$ cat config.mk
export PLATFORM = sky130hd
export DESIGN_NAME = pixel_swizzle_stream
export DESIGN_NICKNAME = d
export VERILOG_FILES = /design/src/rtl/pixel_pkg.sv /design/src/rtl/swz_channel_sel.sv /design/src/rtl/pixel_swizzle_stream.sv
export SDC_FILE = /design/constraint.sdc
export NUM_CORES = 1
export LEC_CHECK = 0
export BUFFER_PORTS_ARGS = -buffer_cell sky130_fd_sc_hd__buf_2
export CAP_MARGIN = 30
export CORE_MARGIN = 2
export CORE_UTILIZATION = 50
export DETAILED_ROUTE_END_ITERATION = 8
export GPL_ROUTABILITY_DRIVEN = 1
export PLACE_DENSITY_LB_ADDON = 0.15
export SYNTH_ARGS = -nofsm -noshare
export SYNTH_HDL_FRONTEND = slang
export SYNTH_SLANG_ARGS = --single-unit
$ cat constraint.sdc
create_clock -name clk -period 2.45 [get_ports clk]
set_clock_uncertainty 0.05 [all_clocks]
set_input_delay 0.1225 -clock clk [delete_from_list [all_inputs] [get_ports clk]]
set_output_delay 0.1225 -clock clk [all_outputs]
set_load 0.005 [all_outputs]
$ cat src/rtl/pixel_pkg.sv
// pixel_pkg: shared defaults, select encodings and identity configuration for the pixel swizzler
package pixel_pkg;
  localparam int CH_W_DEF = 4;
  localparam int N_CH_DEF = 3;
  typedef struct packed {
    logic zero;
    logic ones;
    logic inv;
  } ch_ctl_t;
  function automatic int sel_zero(input int n);
    return n;
  endfunction
  function automatic int sel_ones(input int n);
    return n + 1;
  endfunction
  function automatic logic [63:0] identity_cfg(input int n, input int sw);
    logic [63:0] r;
    r = '0;
    for (int i = 0; i < n; i++) r |= 64'(i) << ((n - 1 - i) * (sw + 1));
    return r;
  endfunction
endpackage

$ cat src/rtl/swz_channel_sel.sv
// swz_channel_sel: per-output-channel source select and constant/invert decode
module swz_channel_sel
  import pixel_pkg::*;
#(
  parameter int CH_W  = CH_W_DEF,
  parameter int N_CH  = N_CH_DEF,
  parameter int SEL_W = $clog2(N_CH + 2)
) (
  input  logic [N_CH*CH_W-1:0] pix_i,
  input  logic [SEL_W-1:0]     sel_i,
  input  logic                 inv_i,
  output logic [CH_W-1:0]      ch_o,
  output ch_ctl_t              ctl_o
);
  always_comb begin
    ch_o = '0;
    for (int j = 0; j < N_CH; j++) if (sel_i == SEL_W'(j)) ch_o = pix_i[(N_CH-1-j)*CH_W +: CH_W];
    ctl_o.ones = sel_i == SEL_W'(sel_ones(N_CH));
    ctl_o.zero = sel_i == SEL_W'(sel_zero(N_CH)) || sel_i > SEL_W'(sel_ones(N_CH));
    ctl_o.inv  = inv_i;
  end
endmodule

$ cat src/rtl/pixel_swizzle_stream.sv
// pixel_swizzle_stream: two-stage channel swizzler with frame-aligned double-buffered configuration
module pixel_swizzle_stream
  import pixel_pkg::*;
#(
  parameter int CH_W  = CH_W_DEF,
  parameter int N_CH  = N_CH_DEF,
  parameter int SEL_W = $clog2(N_CH + 2),
  parameter int CFG_W = N_CH * (SEL_W + 1)
) (
  input  logic                 clk,
  input  logic                 rst_n,
  input  logic                 cfg_valid,
  input  logic [CFG_W-1:0]     cfg_data,
  output logic                 cfg_pending,
  input  logic                 s_valid,
  output logic                 s_ready,
  input  logic [N_CH*CH_W-1:0] s_data,
  input  logic                 s_sof,
  output logic                 m_valid,
  input  logic                 m_ready,
  output logic [N_CH*CH_W-1:0] m_data,
  output logic                 m_sof
);
  localparam logic [63:0] ID_W = identity_cfg(N_CH, SEL_W);
  localparam logic [CFG_W-1:0] ID_CFG = ID_W[CFG_W-1:0];
  logic [CFG_W-1:0] act_q, act_d, pcfg_q, pcfg_d, beat_cfg;
  logic pend_q, pend_d, v1_q, v1_d, v2_q, v2_d, sof1_q, sof1_d, sof2_q, sof2_d;
  logic acc, sof_acc, adv2;
  logic [N_CH*CH_W-1:0] sel_pix, d1_q, d1_d, d2_q, d2_d, out2;
  ch_ctl_t [N_CH-1:0] ctl_s, ctl1_q, ctl1_d;
  assign adv2 = !v2_q || m_ready;
  assign s_ready = !v1_q || adv2;
  assign cfg_pending = pend_q;
  assign m_valid = v2_q;
  assign m_data = d2_q;
  assign m_sof = sof2_q;
  for (genvar c = 0; c < N_CH; c++) begin : g_ch
    swz_channel_sel #(.CH_W(CH_W), .N_CH(N_CH), .SEL_W(SEL_W)) u_sel (
      .pix_i(s_data),
      .sel_i(beat_cfg[(N_CH-1-c)*(SEL_W+1) +: SEL_W]),
      .inv_i(beat_cfg[(N_CH-1-c)*(SEL_W+1) + SEL_W]),
      .ch_o (sel_pix[(N_CH-1-c)*CH_W +: CH_W]),
      .ctl_o(ctl_s[c])
    );
    assign out2[(N_CH-1-c)*CH_W +: CH_W] = {CH_W{ctl1_q[c].inv}} ^
      (ctl1_q[c].ones ? {CH_W{1'b1}} : ctl1_q[c].zero ? {CH_W{1'b0}} : d1_q[(N_CH-1-c)*CH_W +: CH_W]);
  end
  // A write coinciding with an accepted SOF bypasses the pending buffer and lands on that beat
  always_comb begin
    acc      = s_valid && s_ready;
    sof_acc  = acc && s_sof;
    beat_cfg = sof_acc && cfg_valid ? cfg_data : sof_acc && pend_q ? pcfg_q : act_q;
    act_d    = beat_cfg;
    pcfg_d   = cfg_valid ? cfg_data : pcfg_q;
    pend_d   = !sof_acc && (cfg_valid || pend_q);
    v1_d     = s_ready ? s_valid : v1_q;
    d1_d     = acc ? sel_pix : d1_q;
    ctl1_d   = acc ? ctl_s : ctl1_q;
    sof1_d   = acc ? s_sof : sof1_q;
    v2_d     = adv2 ? v1_q : v2_q;
    d2_d     = adv2 && v1_q ? out2 : d2_q;
    sof2_d   = adv2 && v1_q ? sof1_q : sof2_q;
  end
  always_ff @(posedge clk or negedge rst_n) begin
    if (!rst_n) begin
      act_q  <= ID_CFG;
      pcfg_q <= ID_CFG;
      pend_q <= 1'b0;
      v1_q   <= 1'b0;
      d1_q   <= '0;
      ctl1_q <= '0;
      sof1_q <= 1'b0;
      v2_q   <= 1'b0;
      d2_q   <= '0;
      sof2_q <= 1'b0;
    end else begin
      act_q  <= act_d;
      pcfg_q <= pcfg_d;
      pend_q <= pend_d;
      v1_q   <= v1_d;
      d1_q   <= d1_d;
      ctl1_q <= ctl1_d;
      sof1_q <= sof1_d;
      v2_q   <= v2_d;
      d2_q   <= d2_d;
      sof2_q <= sof2_d;
    end
  end
endmodule

==> results.cfg <==
[route]
wl_per_cell_um = 16.12
routed_wl_mm = 7.204
first_pass_iters = 4
dr_total_vias = 2493
drcViolationCount = 0
routed_via_density = 5.577
ant_nets = 0
initialDrtViolationCount = 147

[place]
portBuffers = 45
place.gp.congestion = 0.8130
dpl-instance-area_um2 = 3438
pre_cts_slack_ns = 0.1741
dp_hpwl_mm = 5.255
dpl.cell_count = 419

[layout]
syn_to_final_growth_pct = 24.72
drive_gt1_frac = 0.2903
stdcell_area_um2 = 3781
layout_commonest_cell = dfrtp_1
final_core_util = 0.6424
fin_cells = 447
final_cell_mix = dfrtp_1 (58), buf_2 (45), nand2_1 (37), o21ai_0 (24), a21oi_1 (22)
fill_cells = 528
final_nets = 397
n_antenna_cell = 0

[worst_setup_path]
cp_cell_sequence = and3b_1, or3_1, a221o_1, mux2_4, a221o_1
critical_path_buf_inv_count = 0
start_kind = register
timing.rr.start = v1_q
path_max_fanout = 7
cpMaxStageDelayCell = a221o_1
cp_top_family = compound AO/OA/AOI/OAI gates
critPathRequiredTime_ns = 2.62
crit_top_cell = a221o_1
ff2ff_path_depth = 5
cp-end-kind = register
path_class = reg2reg
cpPeakStageDelay_ns = 0.44
rrSetupSlack_ns = 0.15
r2r_end = d1_q[6]
crit_path_start = v1_q
cp.arrival_ns = 2.47

[synth]
synth-seq-cells = 62
yosys.area.top_type = dfrtp_1
syn_avg_cell_area_um2 = 10.21
synth.top_cell.area_share = 0.4787
syn_area_um2 = 3032
synth_flop_cell = dfrtp_1
synth_nets = 327
synth_cells = 297
synth_edf_count = 0
async_flop_share = 1.000
synth_seq_area_share = 0.5134
ys_types = 41
ys_warn_count = 0
synth_area_leaders = dfrtp_1 (48%), mux2_2 (6.3%), nand2_1 (4.6%)

[pwr]
leakage_nw = 1.732
switching_share = 0.3149
power.total_mw = 3.475
switching_power_mw = 1.094
clockPowerShare = 0.291
internal-power_mw = 2.381
peakVddDrop_mv = 0.5089
combPwrFrac = 0.287
power_density_nw_per_um2 = 919.1
seqPwrFrac = 0.422

[min_path]
whs_path_depth = 2
min_from = s_valid
hold_class = in2reg
min_to = v1_q

[clock_network]
clockBufferDepth = 2
cts-resized-gates = 0
root_buffer = clkbuf_8
h-tree-depth = 3
numCtsBuffers = 9
clock_latency_ns = 0.34
clock_sinks = 62
path_clk_slew_ns = 0.08
cts_tree = yes

[global_routing]
grt_overflow_total = 0
grt_usage = 0.2453
grt_pass1_vias = 2497
grt_max_degree = 63
grt_pass1_wl_mm = 12.30
antenna_found_initial = 0

[floorplan]
die_y_um = 81.87
core-area_um2 = 5886
placementRows = 28
ioPinCount = 46
die_x_um = 81.87
die_area_um2 = 6702
start_util = 0.5151

[timing]
finalSetupTns_ns = 0
hold_viol_final = 0
final_max_slew_viol_count = 0
rsz0062_at_grt = no
finalCriticalPeriod_ns = 2.302
hold_slack_ns = 0.02043
finalCritPeriodShare = 0.9398
max_freq_ghz = 0.4343
setup_viol = 0
finalWorstSetupSlack_ns = 0.1475
slew_headroom = 0.5373
tightest_slew_ns = 0.6924

[outcome]
status = finished, final reports clean

[job]
maxCapViolCount = 0
-- worst max path at each step --
stage                end  slack, ns  cells past startpoint
2_1_floorplan    d1_q[6]       0.20                      6
3_3_place_gp     d1_q[7]       0.21                      5
3_5_place_dp     d1_q[6]       0.17                      5
4_1_cts          d1_q[6]       0.15                      5
5_1_grt        ctl1_q[1]       0.04                      7
6_report         d1_q[6]       0.15                      5
-- flip-flops by register name (all words and copies together), names as in the netlist --
register and count:
v1_q 1, m_data 12, pcfg_q 12, act_q 12
sof1_q 1, cfg_pending 1, m_valid 1, d1_q 12
ctl1_q 9, m_sof 1
-- final cells by class --
class                           instances  area (um2)  share of cell area
Sequential cell                        62        1556              0.4116
Clock inverter                          6       85.08             0.02250
Inverter                               10       37.54            0.009927
Timing Repair Buffer                   78       515.5              0.1363
Clock buffer                           10       137.6             0.03640
Tap cell                               75       93.84             0.02482
Multi-Input combinational cell        206        1355              0.3584
-- power by group through the flow --
stage	registers, mW	logic [mW]	clock network, mW
CTS	1.47	1.01	1.02
detailed placement	1.49	0.984	0
global placement	1.48	0.967	0
finish	1.47	0.999	1.01
floorplan	1.44	0.663	0
global route	1.51	1.13	1.08
-- metal layers --
metal  GRT usage  up-vias  part of all wire
met3     0.05385       10             0.044
met2      0.3732       64              0.46
met5           0        -                 0
li1            -     1236                 -
met4     0.08500        0             0.013
met1      0.3469     1183              0.49
-- kinds of logic after synthesis --
| group | Yosys count | synth area share |
|---|---|---|
| AO/OA/AOI/OAI | 90 | 0.1948 |
| XOR/XNOR | 12 | 0.03467 |
| adder cells (fa/ha/maj) | 1 | 0.003302 |
| buffers and inverters | 29 | 0.03962 |
| flip-flops | 62 | 0.5134 |
| multiplexers | 19 | 0.07305 |
| AND/OR/NAND/NOR | 84 | 0.1411 |
-- synth_stat cells, drive strengths merged (3+ instances only) --
master and instances:
inv 10, a21o 4, a31oi 8, and2 7
nor2 4, dfstp 4, a32o 3, a21oi 22
o41ai 4, nand3 5, nor4 5, a221o 7
dfrtp 58, a22oi 3, mux2 19, nor2b 4
nor3 8, o21ai 24, nand2 37, nand2b 7
clkbuf 11, o211ai 4, xor2 12, buf 8
o221ai 4
-- what timing repair did --
action	in CTS	in global routing
buffers inserted	0	0
endpoints found under the setup margin	0	0
endpoints found under the hold margin	69	0
hold buffers	12	0
No activity file was read; power rests on OpenSTA's default activity.
